[src/rtl/matmul_pkg.sv]
// rtl/matmul_pkg.sv - shared state encoding and sizing/address helpers for matrix_multiply_gen
package matmul_pkg;

  typedef enum logic [4:0] {
    S_IDLE   = 5'b00001,
    S_ISSUE  = 5'b00010,
    S_DRAIN  = 5'b00100,
    S_WRITE  = 5'b01000,
    S_FINISH = 5'b10000
  } state_t;

  // Wide enough that K_cols full-scale products can never overflow.
  function automatic int acc_width_default(input int width, input int k_cols);
    return 2 * width + $clog2(k_cols) + 1;
  endfunction

  function automatic int cnt_width(input int n);
    return (n > 1) ? $clog2(n) : 1;
  endfunction

  function automatic int unsigned rm_addr(input int unsigned row, input int unsigned col,
                                          input int unsigned ncols);
    return row * ncols + col;
  endfunction

endpackage

[src/rtl/mac_pipe.sv]
// rtl/mac_pipe.sv - product register, issue-valid delay line, accumulator and shift/saturate output
module mac_pipe #(
  parameter int width     = 8,
  parameter int ACC_width = 19
) (
  input  logic                         clk,
  input  logic                         resetn,
  input  logic                         issue_valid,
  input  logic [width-1:0]             a_data,
  input  logic [width-1:0]             b_data,
  input  logic                         acc_clear,
  input  logic [$clog2(ACC_width)-1:0] shift,
  input  logic                         sat_en,
  output logic [width-1:0]             res_data
);

  localparam logic [ACC_width-1:0] RES_MAX = ACC_width'({width{1'b1}});

  logic                   data_valid;
  logic                   prod_valid;
  logic [2*width-1:0]     prod;
  logic [ACC_width-1:0]   acc;
  logic [ACC_width-1:0]   scaled;

  // data_valid lines up with RAM data, prod_valid with the product register.
  always_ff @(posedge clk) begin
    if (!resetn) begin
      data_valid <= 1'b0;
      prod_valid <= 1'b0;
      prod       <= '0;
      acc        <= '0;
    end else begin
      data_valid <= issue_valid;
      prod_valid <= data_valid;
      if (data_valid) begin
        prod <= (2*width)'(a_data) * (2*width)'(b_data);
      end
      if (acc_clear) begin
        acc <= '0;
      end else if (prod_valid) begin
        acc <= acc + ACC_width'(prod);
      end
    end
  end

  always_comb begin
    scaled   = acc >> shift;
    res_data = (sat_en && (scaled > RES_MAX)) ? '1 : scaled[width-1:0];
  end

endmodule

[src/rtl/matrix_multiply_gen.sv]
// rtl/matrix_multiply_gen.sv - M x K by K x N unsigned matrix multiplier between RAM ports
module matrix_multiply_gen
  import matmul_pkg::*;
#(
  parameter int width          = 8,
  parameter int M_rows         = 2,
  parameter int K_cols         = 4,
  parameter int N_cols         = 1,
  parameter int A_depth_bits   = 3,
  parameter int B_depth_bits   = 2,
  parameter int RES_depth_bits = 1,
  parameter int ACC_width      = acc_width_default(width, K_cols)
) (
  input  logic                         clk,
  input  logic                         resetn,
  input  logic                         Start,
  input  logic [$clog2(ACC_width)-1:0] shift,
  input  logic                         sat_en,
  output logic                         Done,
  output logic                         busy,
  output logic                         A_read_en,
  output logic [A_depth_bits-1:0]      A_read_address,
  input  logic [width-1:0]             A_read_data_out,
  output logic                         B_read_en,
  output logic [B_depth_bits-1:0]      B_read_address,
  input  logic [width-1:0]             B_read_data_out,
  output logic                         RES_write_en,
  output logic [RES_depth_bits-1:0]    RES_write_address,
  output logic [width-1:0]             RES_write_data_in
);

  localparam int R_W  = cnt_width(M_rows);
  localparam int N_W  = cnt_width(N_cols);
  localparam int K_W  = cnt_width(K_cols);
  localparam int SH_W = $clog2(ACC_width);

  generate
    if ((2 ** A_depth_bits) < M_rows * K_cols) begin : g_a_depth_err
      $error("A_depth_bits too small for M_rows*K_cols");
    end
    if ((2 ** B_depth_bits) < K_cols * N_cols) begin : g_b_depth_err
      $error("B_depth_bits too small for K_cols*N_cols");
    end
    if ((2 ** RES_depth_bits) < M_rows * N_cols) begin : g_res_depth_err
      $error("RES_depth_bits too small for M_rows*N_cols");
    end
  endgenerate

  state_t            state, state_n;
  logic [R_W-1:0]    r;
  logic [N_W-1:0]    n;
  logic [K_W-1:0]    k;
  logic              drain_cnt;
  logic [SH_W-1:0]   shift_q;
  logic              sat_q;
  logic              acc_clear;
  logic [width-1:0]  res_data;
  logic              k_last, n_last, last_elem;

  assign k_last    = (k == K_W'(K_cols - 1));
  assign n_last    = (n == N_W'(N_cols - 1));
  assign last_elem = n_last && (r == R_W'(M_rows - 1));

  always_ff @(posedge clk) begin
    if (!resetn) begin
      state <= S_IDLE;
    end else begin
      state <= state_n;
    end
  end

  always_comb begin
    state_n = state;
    case (state)
      S_IDLE:   if (Start) state_n = S_ISSUE;
      S_ISSUE:  if (k_last) state_n = S_DRAIN;
      S_DRAIN:  if (drain_cnt) state_n = S_WRITE;
      S_WRITE:  state_n = last_elem ? S_FINISH : S_ISSUE;
      S_FINISH: state_n = S_IDLE;
      default:  state_n = S_IDLE;
    endcase
  end

  // Counters walk RES row-major; k holds at K_cols-1 until WRITE clears it.
  always_ff @(posedge clk) begin
    if (!resetn) begin
      r         <= '0;
      n         <= '0;
      k         <= '0;
      drain_cnt <= 1'b0;
      shift_q   <= '0;
      sat_q     <= 1'b0;
    end else begin
      case (state)
        S_IDLE: begin
          if (Start) begin
            shift_q   <= shift;
            sat_q     <= sat_en;
            r         <= '0;
            n         <= '0;
            k         <= '0;
            drain_cnt <= 1'b0;
          end
        end
        S_ISSUE: if (!k_last) k <= k + 1'b1;
        S_DRAIN: drain_cnt <= ~drain_cnt;
        S_WRITE: begin
          k <= '0;
          if (n_last) begin
            n <= '0;
            r <= (r == R_W'(M_rows - 1)) ? '0 : r + 1'b1;
          end else begin
            n <= n + 1'b1;
          end
        end
        default: ;
      endcase
    end
  end

  always_comb begin
    Done              = (state == S_FINISH);
    busy              = (state != S_IDLE);
    A_read_en         = 1'b0;
    B_read_en         = 1'b0;
    A_read_address    = '0;
    B_read_address    = '0;
    RES_write_en      = 1'b0;
    RES_write_address = '0;
    RES_write_data_in = '0;
    acc_clear         = 1'b0;
    case (state)
      S_IDLE: acc_clear = Start;
      S_ISSUE: begin
        A_read_en      = 1'b1;
        B_read_en      = 1'b1;
        A_read_address = A_depth_bits'(rm_addr(32'(r), 32'(k), K_cols));
        B_read_address = B_depth_bits'(rm_addr(32'(k), 32'(n), N_cols));
      end
      S_WRITE: begin
        RES_write_en      = 1'b1;
        RES_write_address = RES_depth_bits'(rm_addr(32'(r), 32'(n), N_cols));
        RES_write_data_in = res_data;
        acc_clear         = 1'b1;
      end
      default: ;
    endcase
  end

  mac_pipe #(
    .width     (width),
    .ACC_width (ACC_width)
  ) u_mac_pipe (
    .clk         (clk),
    .resetn      (resetn),
    .issue_valid (A_read_en),
    .a_data      (A_read_data_out),
    .b_data      (B_read_data_out),
    .acc_clear   (acc_clear),
    .shift       (shift_q),
    .sat_en      (sat_q),
    .res_data    (res_data)
  );

endmodule
[config.mk]
export PLATFORM = sky130hd
export DESIGN_NAME = matrix_multiply_gen
export DESIGN_NICKNAME = d
export VERILOG_FILES = /design/src/rtl/matmul_pkg.sv /design/src/rtl/mac_pipe.sv /design/src/rtl/matrix_multiply_gen.sv
export SDC_FILE = /design/constraint.sdc
export NUM_CORES = 1
export LEC_CHECK = 0
export CORE_ASPECT_RATIO = 0.6
export CORE_MARGIN = 4
export CORE_UTILIZATION = 60
export CTS_CLUSTER_SIZE = 28
export DETAILED_ROUTE_END_ITERATION = 6
export PLACE_DENSITY = 0.91
export REMOVE_ABC_BUFFERS = 1
export SYNTH_ARGS = -nofsm -noshare
export SYNTH_HDL_FRONTEND = slang
export SYNTH_SLANG_ARGS = --single-unit
[constraint.sdc]
create_clock -name clk -period 11.5 [get_ports clk]
set_input_delay 2.875 -clock clk [delete_from_list [all_inputs] [get_ports clk]]
set_output_delay 2.875 -clock clk [all_outputs]
set_load 0.01 [all_outputs]
==> qor.yml <==
finish:
  utilization_pct: 66.9
  register_area_um2: 1040
  multiInputGateArea_um2: 4510
  area_growth_pct: 8.74
  fill_cells: 747
  instances_no_fill: 879
  drive_above_1_share_pct: 4.70
  final_common_cell: "inv_1"
  nets: 858
  antenna_cells: 0
  final_cell_mix: "inv_1 (68), nor2_1 (57), and2_1 (56)"
  design_area_um2: 6580
global_routing:
  grt_pass1_wl_um: 24800
  grt_max_degree: 44
  grt_antenna_before_repair: 0
  grt_pass1_vias: 5130
  grt_overflow: 0
  grt_usage_pct: 25.6
route:
  vias: 5402
  final_antenna_net_count: 0
  wl_per_cell_um: 16.7
  drc_errors: 0
  viasPerCell: 6.15
  wl_um: 14700
  drtIter0Drc: 473
  dr.pass1.iters: 5
power:
  leakage_nw: 2.78
  ir_drop_v: 0.0000721
  power_mw: 0.673
  p_per_area_nw_per_um2: 102
timing:
  tightest_slew_ns: 1.09
  setup_slack_ns: 3.91
  finalSetupTns_ns: 0
  final-max-slew-violation-count: 0
  fin_crit_sh_pct: 66.0
  max_freq_mhz: 132
  period_needed_ns: 7.59
  hold_slack_ns: 0.440
  hold_viol: 0
  relSlewSlack_pct: 27.2
  rsz0062_at_grt: "no"
  clock_skew_ns: 0.00741
  finalSetupViolCount: 0
floorplanning:
  die-area_um2: 11800
  coreArea_um2: 9840
  die_h_um: 85.8
  die_w_um: 138
  io_pins: 44
  start_util_pct: 61.5
  rows: 28
critical_path:
  critical_path_class: "in -> reg"
  crit_buf_inv: 4
  path_delay_family: "adder cells"
  cp-start-kind: "input pin"
  r2r_start: "state[4]"
  worstReg2RegEnd: "u_mac_pipe.acc[17]"
  critPathArrivalTime_ns: 7.80
  endpoint: "u_mac_pipe.prod[15]"
  path_cells: "clkdlybuf4s50_1 > nand2_1 > fa_1 > fa_1 > inv_1 > fa_1 > inv_1 > fa_1 > inv_1 > ha_1 > o21a_1 > o31ai_1 > a211oi_1 > o21ai_0 > a31o_2 > a311oi_1"
  rrSetupSlack_ns: 8.81
  critPathSlowestCell: "clkdlybuf4s50_1"
  critPathLaunch: "A_read_data_out[0]"
  crit_required_ns: 11.71
  cpPeakStageDelay_ns: 0.64
  path_common_cell: "fa_1"
  crit_cells: 16
  crit_fanout: 8
  ff2ff_path_depth: 6
  cp-end-kind: "flip-flop"
synthesis:
  netlist_top_cells_area: "dfxtp_1 (17%), fa_1 (12%), ha_1 (11%)"
  synth_warnings: 0
  synth_compound_area_share_pct: 18.2
  synthAdderAreaFrac_pct: 23.2
  synth-simple-area-share_pct: 21.9
  synth.distinct_cells: 68
  synthXorXnorAreaFrac_pct: 1.45
  async_reset_ff_share_pct: 0
  synth_top_family_by_area: "adder cells"
  synth_edf_count: 0
  yosysSeqAreaShare_pct: 17.2
  yosysTopAreaCell: "dfxtp_1"
  synthFlopType: "dfxtp_1"
  synth_mux_area_share_pct: 9.65
  avgSynthCellArea_um2: 8.35
  yosys.area.top_type_share_pct: 17.2
  syn_area_um2: 6050
  synth_seq_cells: 52
  syn_inst: 725
placed_design:
  post_dp_cell_area_um2: 6440
  io_buffers: 43
  dp.cells: 871
  gp_congestion: 0.963
  dp_hpwl_um: 11500
  post-place-ws_ns: 3.63
clock_network:
  ctsLongestPathBuffers: 2
  h-tree-depth: 2
  insertion_delay_ns: 0.30
  cts_buffers: 5
  post_cts_resized: 0
  post_cts_buffers: 0
  cts_tree: "built"
  cts_sinks: 52
  clk_pin_slew_ns: 0.07
  ctsHoldBuffers: 0
  cts-root-buf: "clkbuf_16"
run_status:
  status: "finished, final reports clean"
run:
  maxCapViolations: 0
worst_hold_path:
  worstHoldPathType: "reg -> reg"
cells in the mapped netlist, types with 11 or more instances:
library cell	count
inv_1	68
a21oi_1	47
clkbuf_1	17
nor2_1	57
mux2i_1	31
nand3_1	15
dfxtp_1	52
o21ai_0	29
nor3_1	14
nand2_1	48
a211oi_1	17
fa_1	37
nand3b_1	11
and2_1	56
o211ai_1	12
ha_1	53
final cells by class:
type | instances | share of cell area, %
multi-input combinational | 568 | 68.5
sequential | 52 | 15.8
clock buffer | 5 | 1.90
inverter | 69 | 3.93
tap | 135 | 2.57
clock inverter | 3 | 0.342
timing repair buffer | 47 | 6.99
registers in the layout (all words and copies together) (netlist names):
| register | count |
|---|---|
| r | 1 |
| state | 5 |
| drain_cnt | 1 |
| k | 2 |
| u_mac_pipe.prod | 16 |
| u_mac_pipe.data_valid | 1 |
| u_mac_pipe.prod_valid | 1 |
| sat_q | 1 |
| shift_q | 5 |
| u_mac_pipe.acc | 19 |
power by group:
group / switching [mW] / total [mW] / internal (mW)
sequential: 0.00553 / 0.190 / 0.184
combinational: 0.185 / 0.327 / 0.142
clock: 0.0739 / 0.156 / 0.0817
layer usage:
layer / global-route usage (%) / vias to the layer above / part of all wire, % / wire (µm)
met4: 3.62 / 0 / 0.81 / 119
met3: 5.80 / 18 / 9.1 / 1340
met5: 0 / - / 0 / 0
li1: - / 2590 / - / -
met1: 38.1 / 2584 / 46 / 6810
met2: 38.9 / 210 / 44 / 6440
worst min-delay path by stage:
stage,endpoint,slack [ns],cells past startpoint,from
final,state[3],0.44,2,drain_cnt
after global routing,state[3],0.47,2,drain_cnt
after CTS,state[3],0.44,2,drain_cnt
after detailed placement,state[3],0.43,2,drain_cnt
after global placement,state[3],0.43,2,drain_cnt
after floorplan,state[3],0.42,2,drain_cnt
kinds of logic after synthesis:
logic type,count (synthesis)
AND/OR/NAND/NOR,253
multiplexers,47
XOR/XNOR,10
flip-flops,52
AO/OA/AOI/OAI,168
adder cells (fa/ha/maj),90
buffers and inverters,105
worst reg2reg max path: cells and delay by family, from the launching register on:
family / cells / cell delay, ns
DFF: 1 / 0.34
and+or+nand+nor: 5 / 2.05
AOI/OAI and AO/OA: 1 / 0.18
No activity file was read; power rests on OpenSTA's default activity.
